$ cat config.mk
export PLATFORM = sky130hd
export DESIGN_NAME = cdb_tx_buffer
export DESIGN_NICKNAME = d
export VERILOG_FILES = /design/src/rtl/len5_pkg.sv /design/src/rtl/expipe_pkg.sv /design/src/rtl/cdb_tx_buffer.sv
export SDC_FILE = /design/constraint.sdc
export NUM_CORES = 1
export LEC_CHECK = 0
export BUFFER_PORTS_ARGS = -buffer_cell sky130_fd_sc_hd__buf_2
export CAP_MARGIN = 20
export CORE_ASPECT_RATIO = 0.9
export CORE_MARGIN = 8
export CORE_UTILIZATION = 50
export CTS_BUF_LIST = sky130_fd_sc_hd__clkbuf_4 sky130_fd_sc_hd__clkbuf_8 sky130_fd_sc_hd__clkbuf_16
export DETAILED_ROUTE_END_ITERATION = 6
export PLACE_DENSITY = 0.72
export SLEW_MARGIN = 25
export SYNTH_ARGS = -nofsm -noshare
export SYNTH_HDL_FRONTEND = slang
export SYNTH_SLANG_ARGS = --single-unit
$ cat constraint.sdc
create_clock -name clk_i -period 10.13 [get_ports clk_i]
set_input_delay 3.039 -clock clk_i [delete_from_list [all_inputs] [get_ports clk_i]]
set_output_delay 3.039 -clock clk_i [all_outputs]
set_load 0.01 [all_outputs]
$ cat src/rtl/len5_pkg.sv
// Core-wide constants shared by the execution pipeline.
package len5_pkg;

  localparam int unsigned XLEN            = 64;
  localparam int unsigned EU_N            = 6;
  localparam int unsigned ROB_IDX_LEN     = 4;
  localparam int unsigned EXCEPT_CODE_LEN = 5;

endpackage

$ cat src/rtl/expipe_pkg.sv
// Execution-pipeline payload types shared by the EUs, the CDB mux and the ROB.
package expipe_pkg;

  import len5_pkg::*;

  typedef struct packed {
    logic [ROB_IDX_LEN-1:0]     rob_idx;
    logic [XLEN-1:0]            value;
    logic                       except_raised;
    logic [EXCEPT_CODE_LEN-1:0] except_code;
  } cdb_data_t;

endpackage

$ cat src/rtl/cdb_tx_buffer.sv
// Per-EU result FIFO feeding the CDB arbiter. Handshake outputs depend only on
// registered state so the arbiter's combinational grant cannot form a loop.
module cdb_tx_buffer
  import expipe_pkg::*;
#(
  parameter int unsigned DEPTH = 4
) (
  input  logic                       clk_i,
  input  logic                       rst_i,
  input  logic                       flush_i,
  input  logic                       eu_valid_i,
  output logic                       eu_ready_o,
  input  cdb_data_t                  eu_data_i,
  output logic                       cdb_valid_o,
  input  logic                       cdb_ready_i,
  output cdb_data_t                  cdb_data_o,
  output logic [$clog2(DEPTH+1)-1:0] count_o
);

  localparam int unsigned PTR_W = $clog2(DEPTH);
  localparam int unsigned CNT_W = $clog2(DEPTH + 1);

  logic [CNT_W-1:0] count_q;
  logic [CNT_W-1:0] count_nxt;
  logic [PTR_W-1:0] head_q;
  logic [PTR_W-1:0] tail_q;
  logic             push;
  logic             pop;
  cdb_data_t        mem_q [DEPTH];

  // Pointers wrap explicitly so DEPTH need not be a power of two.
  function automatic logic [PTR_W-1:0] wrap_inc(input logic [PTR_W-1:0] ptr);
    return (ptr == PTR_W'(DEPTH - 1)) ? '0 : ptr + PTR_W'(1);
  endfunction

  assign push = eu_valid_i & eu_ready_o & ~flush_i;
  assign pop  = cdb_valid_o & cdb_ready_i & ~flush_i;

  always_comb begin
    count_nxt = count_q;
    if (push && !pop) begin
      count_nxt = count_q + CNT_W'(1);
    end else if (!push && pop) begin
      count_nxt = count_q - CNT_W'(1);
    end
  end

  // Occupancy, pointers and the registered handshake flags.
  always_ff @(posedge clk_i) begin
    if (rst_i || flush_i) begin
      count_q     <= '0;
      head_q      <= '0;
      tail_q      <= '0;
      eu_ready_o  <= 1'b1;
      cdb_valid_o <= 1'b0;
    end else begin
      count_q     <= count_nxt;
      eu_ready_o  <= (count_nxt < CNT_W'(DEPTH));
      cdb_valid_o <= (count_nxt != '0);
      if (push) tail_q <= wrap_inc(tail_q);
      if (pop)  head_q <= wrap_inc(head_q);
    end
  end

  // Payload storage carries no reset; entries are qualified by count_q.
  always_ff @(posedge clk_i) begin
    if (push && !rst_i) begin
      mem_q[tail_q] <= eu_data_i;
    end
  end

  assign cdb_data_o = mem_q[head_q];
  assign count_o    = count_q;

endmodule

==> reports/metrics.yaml, run 1 <==
status: "completed"
postSynthAreaPerCell_um2: 24.9
switching_share_pct: 19.0
cts_buffer_depth: 3
grt_max_degree: 60
ys_seq_area_share_pct: 80.9
power_frac_comb_pct: 3.3
max_freq_mhz: 169
cts_hold_buf: 0
drive_gt1_share_pct: 44.9
synthesis.nets: 538
drt-total-wl_um: 21000
fp.dieArea_um2: 27600
path_class: "register to output port"
cp_top_family: "buffers and inverters"
cts_tree: "built"
cts_setup_buffers: 0
min_period_ps: 5930
finalWorstSetupSlack_ps: 4200
place_congestion: 0.703
grt_usage_pct: 15.4
post-place-ws_ps: 4600
core.rowCount: 52
synth_area_um2: 11300
cp.required_ps: 7090
core_um2: 22300
cp-start-kind: "register"
maxCapViolations: 0
drtAntennaViolNets: 0
overflow: 0
vdd_ir_drop_max_uv: 141
tns_ps: 0
synthToLayoutAreaGrowth_pct: 17.5
via_count: 5170
max-slew-margin-rel_pct: 40.2
p_clk_share_pct: 39.4
numClockSinks: 307
mostFrequentLayoutCells: "296 x edfxtp_1, 157 x buf_2, 74 x mux4_2"
worstSkewPairLatency_ps: 540
p_per_area_nw_per_um2: 186
p_total_mw: 2.46
critPathSlowestCell: "buf_4"
cp-end-kind: "output port"
seqPwrFrac_pct: 57.3
syn_inst: 452
fin_crit_sh_pct: 58.6
p_int_mw: 1.99
via_per_inst: 5.48
die_x_um: 174
cts_root_buffer: "clkbuf_16"
hpwl_um: 12900
crit_arrival_ps: 2890
die_height_um: 158
cts.clk_slew.worst_paths_ps: 60
fin_util_pct: 59.3
dr.pass1.iters: 4
synth.distinct_cells: 27
grt_pass1_vias: 5589
drt_iter0_drc: 421
final_common_cell: "edfxtp_1"
leakage_nw: 4.37
p_switching_mw: 0.469
hold_viol: 0
critPathMaxStageDelay_ps: 820
cts_resized: 0
cp_max_fo: 45
cts_buffers: 29
nets: 714
io_pins: 158
grt_pass1_wl_um: 32600
initial_utilization_pct: 50.4
wl_per_cell_um: 22.3
ys_ff_latch: 307
setup_viol: 0
synth_warnings: 0
slew_violations: 0
portBuffers: 157
route.detailed.drc: 0
hold_class: "register to register"
skew_ps: 15.2
worst_slew_pin_slew_ps: 897
rsz0062_at_grt: "false"
antenna_found_initial: 3
ctsHtreeMaxLevel: 1
worstPathCellList: "buf_4 -> mux4_2 -> buf_2"
rrSetupSlack_ps: 7720
cp.buffers_inverters: 2
-- worst register-to-register path: cells and delay by family, from the launching register on --
kind | cells | cell delay (ps)
buffers and inverters | 1 | 700
DFF | 1 | 350
and+or+nand+nor | 2 | 940
-- sequential cells by signal (all words and copies together) (netlist names), named ones only --
register	count
eu_ready_o	1
count_o	3
cdb_valid_o	1
tail_q	2
head_q	2
mem_q	296
-- layout make-up --
class	instances	area, um2
antenna	1	2.50
clock buffer	40	808
inverter	4	15.0
tap	297	372
sequential	307	9120
timing repair buffer	163	851
multi-input combinational	123	2020
fill	1609	9090
clock inverter	9	43.8
-- per-layer routing --
| metal | GRT usage (%) | wire length [um] | vias to the layer above |
|---|---|---|---|
| li1 | - | - | 2274 |
| met1 | 20.1 | 8630 | 2675 |
| met2 | 25.5 | 10400 | 185 |
| met3 | 4.81 | 1650 | 30 |
| met4 | 3.05 | 357 | 6 |
| met5 | 0 | 35 | - |
-- cell usage after synthesis --
master | count | area, um2
a311oi_1 | 1 | 8.76
o21ai_0 | 1 | 5.00
mux2i_1 | 1 | 10.0
xor2_1 | 1 | 8.76
nor3_1 | 3 | 15.0
buf_6 | 7 | 78.8
buf_2 | 8 | 40.0
dfxtp_1 | 11 | 220
nor2_1 | 6 | 22.5
and2_1 | 2 | 12.5
xnor2_1 | 3 | 26.3
inv_1 | 4 | 15.0
ha_1 | 7 | 87.6
buf_4 | 1 | 7.51
or2_2 | 1 | 6.26
a211oi_1 | 2 | 15.0
nand2_1 | 7 | 26.3
mux4_2 | 74 | 1670
clkbuf_1 | 2 | 7.51
and3_1 | 4 | 25.0
a21boi_0 | 1 | 7.51
edfxtp_1 | 296 | 8890
a21oi_1 | 4 | 20.0
o21a_1 | 1 | 7.51
nor4b_1 | 1 | 8.76
nand3_1 | 2 | 10.0
nand2_2 | 1 | 6.26
-- worst paths after layout --
path	from	end	cells after the start
hold / removal	head_q[1]	register	2
setup reg to reg	eu_ready_o	mem_q[1][18]	3
setup / recovery	register	cdb_data_o[69]	3
hold reg to reg	head_q[1]	register	2
-- power by group through the flow --
stage | combinational [mW] | sequential (mW) | clock (mW)
2_1_floorplan | 0.0382 | 1.44 | 0
3_3_place_gp | 0.0786 | 1.44 | 0
3_5_place_dp | 0.0833 | 1.44 | 0
4_1_cts | 0.0838 | 1.41 | 0.993
5_1_grt | 0.0900 | 1.41 | 1.04
6_report | 0.0822 | 1.41 | 0.971
-- cell families after synthesis --
kind of cell,share of synthesized area [%]
AND/OR/NAND/NOR,1.18
adder cells (fa/ha/maj),0.778
flip-flops,80.9
buffers and inverters,1.32
multiplexers,14.9
AO/OA/AOI/OAI,0.567
XOR/XNOR,0.311
-- through the flow --
step | area (um2) | cells | hold WS [ps]
after detailed placement | 12400 | 894 | 467
after CTS | 13200 | 943 | 477
after global placement | 12300 | 893 | 463
after global routing | 13200 | 943 | 523
after floorplan | 11300 | 452 | 454
final | 13200 | 944 | 480
Note: power is estimated with default switching activity, not from simulation.
==> inputs of run 2 (changes only) <==
==> constraint.sdc (replaced) <==
create_clock -name clk_i -period 5.46 [get_ports clk_i]
set_input_delay 1.638 -clock clk_i [delete_from_list [all_inputs] [get_ports clk_i]]
set_output_delay 1.638 -clock clk_i [all_outputs]
set_load 0.01 [all_outputs]
==> run 2 against run 1 <==
Net effect:
- routed wire length rose by 3.4%
- clock skew is 1.2 ps lower
- combinational power rose by 90%
- via count grew 2.1%
- largest cell class unchanged
- non-clock buffer count is 6 higher
- highest routed layer unchanged
- sequential cell count stayed put
- hold slack better by 13 ps
==> reports/metrics.yaml, run 2 (synthesized netlist as in run 1, its figures left out) <==
cts_resized: 0
dr.pass1.iters: 5
grt_pass1_wl_um: 34000
route.detailed.drc: 0
worst_slew_pin_slew_ps: 903
max-slew-margin-rel_pct: 39.8
largest_reg_flops: 296
numClockSinks: 307
tns_ps: 0
antenna_found_initial: 2
die_height_um: 158
max_freq_mhz: 242
status: "completed"
cts_hold_buf: 0
drt_iter0_drc: 339
synthToLayoutAreaGrowth_pct: 19.8
die_x_um: 174
dr_wl_met3_um: 1450
cts_buffer_depth: 3
worstSkewPairLatency_ps: 550
leakage_nw: 4.49
grt_usage_pct: 15.9
hold_class: "register to register"
place_congestion: 0.780
cts_setup_buffers: 0
cts_buffers: 30
setup_viol: 0
drive_gt1_share_pct: 46.0
crit_arrival_ps: 2500
mostFrequentLayoutCells: "296 x edfxtp_1, 157 x buf_2, 74 x mux4_2"
fin_crit_sh_pct: 75.8
met1_length_um: 9320
hold_ws_ps: 493
regMostFlops: "mem_q"
io_pins: 158
cp-end-kind: "output port"
rsz0062_at_grt: "false"
maxCapViolations: 0
nFillCells: 1557
path_class: "register to output port"
via_per_inst: 5.53
slew_violations: 0
via_count: 5281
reg2reg_to: "mem_q[0][41]"
fp.dieArea_um2: 27600
hpwl_um: 13500
insertedDiodeCount: 0
grt_max_degree: 69
skew_ps: 14.0
cp_max_fo: 31
rr_worst_depth: 3
ctsHtreeMaxLevel: 1
initial_utilization_pct: 50.4
final_common_cell: "edfxtp_1"
wl_met2_um: 10500
crit_end: "cdb_data_o[69]"
drtAntennaViolNets: 0
p_per_area_nw_per_um2: 364
core_um2: 22300
min_period_ps: 4140
grt_pass1_vias: 5792
rrSetupSlack_ps: 3250
cp.required_ps: 3820
overflow: 0
nets: 721
hold_viol: 0
portBuffers: 157
cts.clk_slew.worst_paths_ps: 60
cts_root_buffer: "clkbuf_16"
cp-start-kind: "register"
cts_tree: "built"
r2r-start: "eu_ready_o"
wl_per_cell_um: 22.8
vdd_ir_drop_max_uv: 244
drt-total-wl_um: 21700
core.rowCount: 52
dr.max_layer_used: "met5"
-- run 2: changes by cell type in the layout (fill, tap and decap cells not counted), sizes merged --
cell / change
bufinv: +4
diode: -1
clkbuf: +1
buf: +6
inv: -1
clkinvlp: +2
-- run 2: routing by layer --
metal / global-route usage (%) / vias to the layer above
met5: 0 / -
met4: 3.74 / 4
met3: 4.01 / 40
met2: 25.9 / 199
met1: 21.5 / 2743
li1: - / 2295
-- run 2: layout make-up --
class	count	area [um2]	area share, %
clock buffers	41	865	6.41
clock inverters	14	183	1.35
inverters	4	15.0	0.111
multi-input cells	123	2020	14.9
flip-flops and latches	307	9120	67.6
well taps	297	372	2.76
repair buffers	169	921	6.83
-- run 2: critical path, stage by stage (launching register included) --
cell,delay (ps)
dfxtp_4,760
buf_4,440
mux4_2,570
buf_2,160
-- run 2: through the flow --
stage / cell area (um2) / cells / power, mW / util (%) / setup WS (ps)
finish: 13500 / 955 / 4.91 / 60.4 / 1320
global route: 13500 / 955 / 5.05 / 60.4 / 1120
CTS: 13500 / 954 / 4.94 / 60.3 / 1220
detailed placement: 12400 / 899 / 2.83 / 55.7 / 1740
global placement: 12400 / 898 / 2.82 / 55.5 / 1830
floorplan: 11300 / 452 / 2.74 / - / 1310
-- run 2: power breakdown --
part	internal, mW	switching [mW]
sequential	2.61	0.0113
combinational	0.0687	0.0877
clock	1.29	0.837
-- run 2: worst min-delay path by stage --
stage               slack, ps        to  cells after the start       from
floorplan                 450  register                      2  head_q[1]
global placement          460  register                      2  head_q[1]
detailed placement        480  register                      2  head_q[1]
CTS                       490  register                      2  head_q[1]
global route              510  register                      2  head_q[1]
finish                    490  register                      2  head_q[1]
==> inputs of run 3 (changes only) <==
==> constraint.sdc (replaced) <==
create_clock -name clk_i -period 4.1 [get_ports clk_i]
set_input_delay 1.23 -clock clk_i [delete_from_list [all_inputs] [get_ports clk_i]]
set_output_delay 1.23 -clock clk_i [all_outputs]
set_load 0.01 [all_outputs]
==> run 3 against run 2 <==
Net effect:
- highest routed layer unchanged
- clock-buffer cell count shrank 4
- final area shrank 0.30%
- combinational power grew 35%
==> reports/metrics.yaml, run 3 (synthesized netlist as in run 1, its figures left out) <==
postPlaceCellArea_um2: 12400
via_per_inst: 5.51
cp_max_fo: 28
p_total_mw: 6.40
min_period_ps: 3590
cts_hold_buf: 0
hpwl_um: 13300
hold_viol: 0
grt_max_degree: 55
tns_ps: 0
largest_reg_flops: 296
cts_buffer_depth: 3
numClockSinks: 307
mostFrequentLayoutCells: "296 x edfxtp_1, 157 x buf_2, 74 x mux4_2"
cp.required_ps: 2870
io_pins: 158
core_um2: 22300
worstSkewPairLatency_ps: 530
crit_arrival_ps: 2360
place_congestion: 0.770
synthToLayoutAreaGrowth_pct: 19.5
seq_area_um2: 9120
drt-total-wl_um: 21200
worst_slew_pin_slew_ps: 589
die_x_um: 174
leakage_nw: 4.46
status: "completed"
ctsHtreeMaxLevel: 1
rsz0062_at_grt: "false"
fp.dieArea_um2: 27600
skew_ps: 14.5
nets: 719
cp-start-kind: "register"
cts_tree: "built"
cp-end-kind: "output port"
p_per_area_nw_per_um2: 476
vdd_ir_drop_max_uv: 341
drive_gt1_share_pct: 45.5
cts_buffers: 31
cts_root_buffer: "clkbuf_16"
cts_setup_buffers: 0
drtAntennaViolNets: 0
slew_violations: 0
hold_class: "register to register"
core.rowCount: 52
setup_viol: 0
max_freq_mhz: 279
overflow: 0
grt_pass1_vias: 5814
initial_utilization_pct: 50.4
final_common_cell: "edfxtp_1"
grt_usage_pct: 15.6
final_cell_area_um2: 13400
fin_util_pct: 60.3
cts.clk_slew.worst_paths_ps: 60
portBuffers: 157
nFillCells: 1567
route.detailed.drc: 0
multi_input_area_um2: 2020
regMostFlops: "mem_q"
grt_pass1_wl_um: 33400
wl_per_cell_um: 22.2
dr.pass1.iters: 4
drt_iter0_drc: 305
fin_crit_sh_pct: 87.5
path_class: "register to output port"
via_count: 5260
die_height_um: 158
antenna_found_initial: 4
maxCapViolations: 0
max-slew-margin-rel_pct: 60.8
cts_resized: 0
run 3: cell types whose count changed in the layout (fill, tap and decap cells not counted), sizes merged:
cell    change
bufinv      -1
buf         -3
inv         +1
diode       +1
clkinv      +6
clkbuf      -4
run 3: per-stage QoR:
| step | std cells | setup slack, ps | hold WS [ps] |
|---|---|---|---|
| final | 955 | 512 | 516 |
| after global routing | 955 | 353 | 569 |
| after CTS | 954 | 428 | 526 |
| after detailed placement | 897 | 983 | 494 |
| after global placement | 897 | 1030 | 458 |
| after floorplan | 452 | 357 | 454 |
run 3: area by class of cell:
class | instances | area share, %
multi-input combinational | 123 | 15.0
sequential | 307 | 67.8
timing repair buffer | 166 | 6.90
clock buffer | 37 | 6.10
antenna | 1 | 0.0186
clock inverter | 20 | 1.31
inverter | 4 | 0.112
tap | 297 | 2.76
run 3: layer usage:
layer | routed length, um | GRT usage, %
met1 | 8740 | 19.8
met2 | 10500 | 26.4
met4 | 463 | 4.23
met5 | 37 | 0
met3 | 1530 | 4.34
run 3: power by group:
part,internal (mW),switching (mW)
Sequential,3.47,0.0138
Combinational,0.0926,0.117
Clock,1.61,1.10
Total,5.17,1.23
run 3: final timing paths:
| check | from | endpoint | slack, ps | depth (start not counted) |
|---|---|---|---|---|
| setup / recovery | register | cdb_data_o[38] | 510 | 3 |
| hold / removal | head_q[1] | register | 520 | 2 |
| setup reg to reg | eu_ready_o | mem_q[2][53] | 2060 | 3 |
| hold reg to reg | head_q[1] | register | 520 | 2 |
run 3: worst max-delay path, cell delays in order (launching register included):
cell and delay (ps):
dfxtp_4 730, buf_12 320, mux4_2 570, buf_2 160
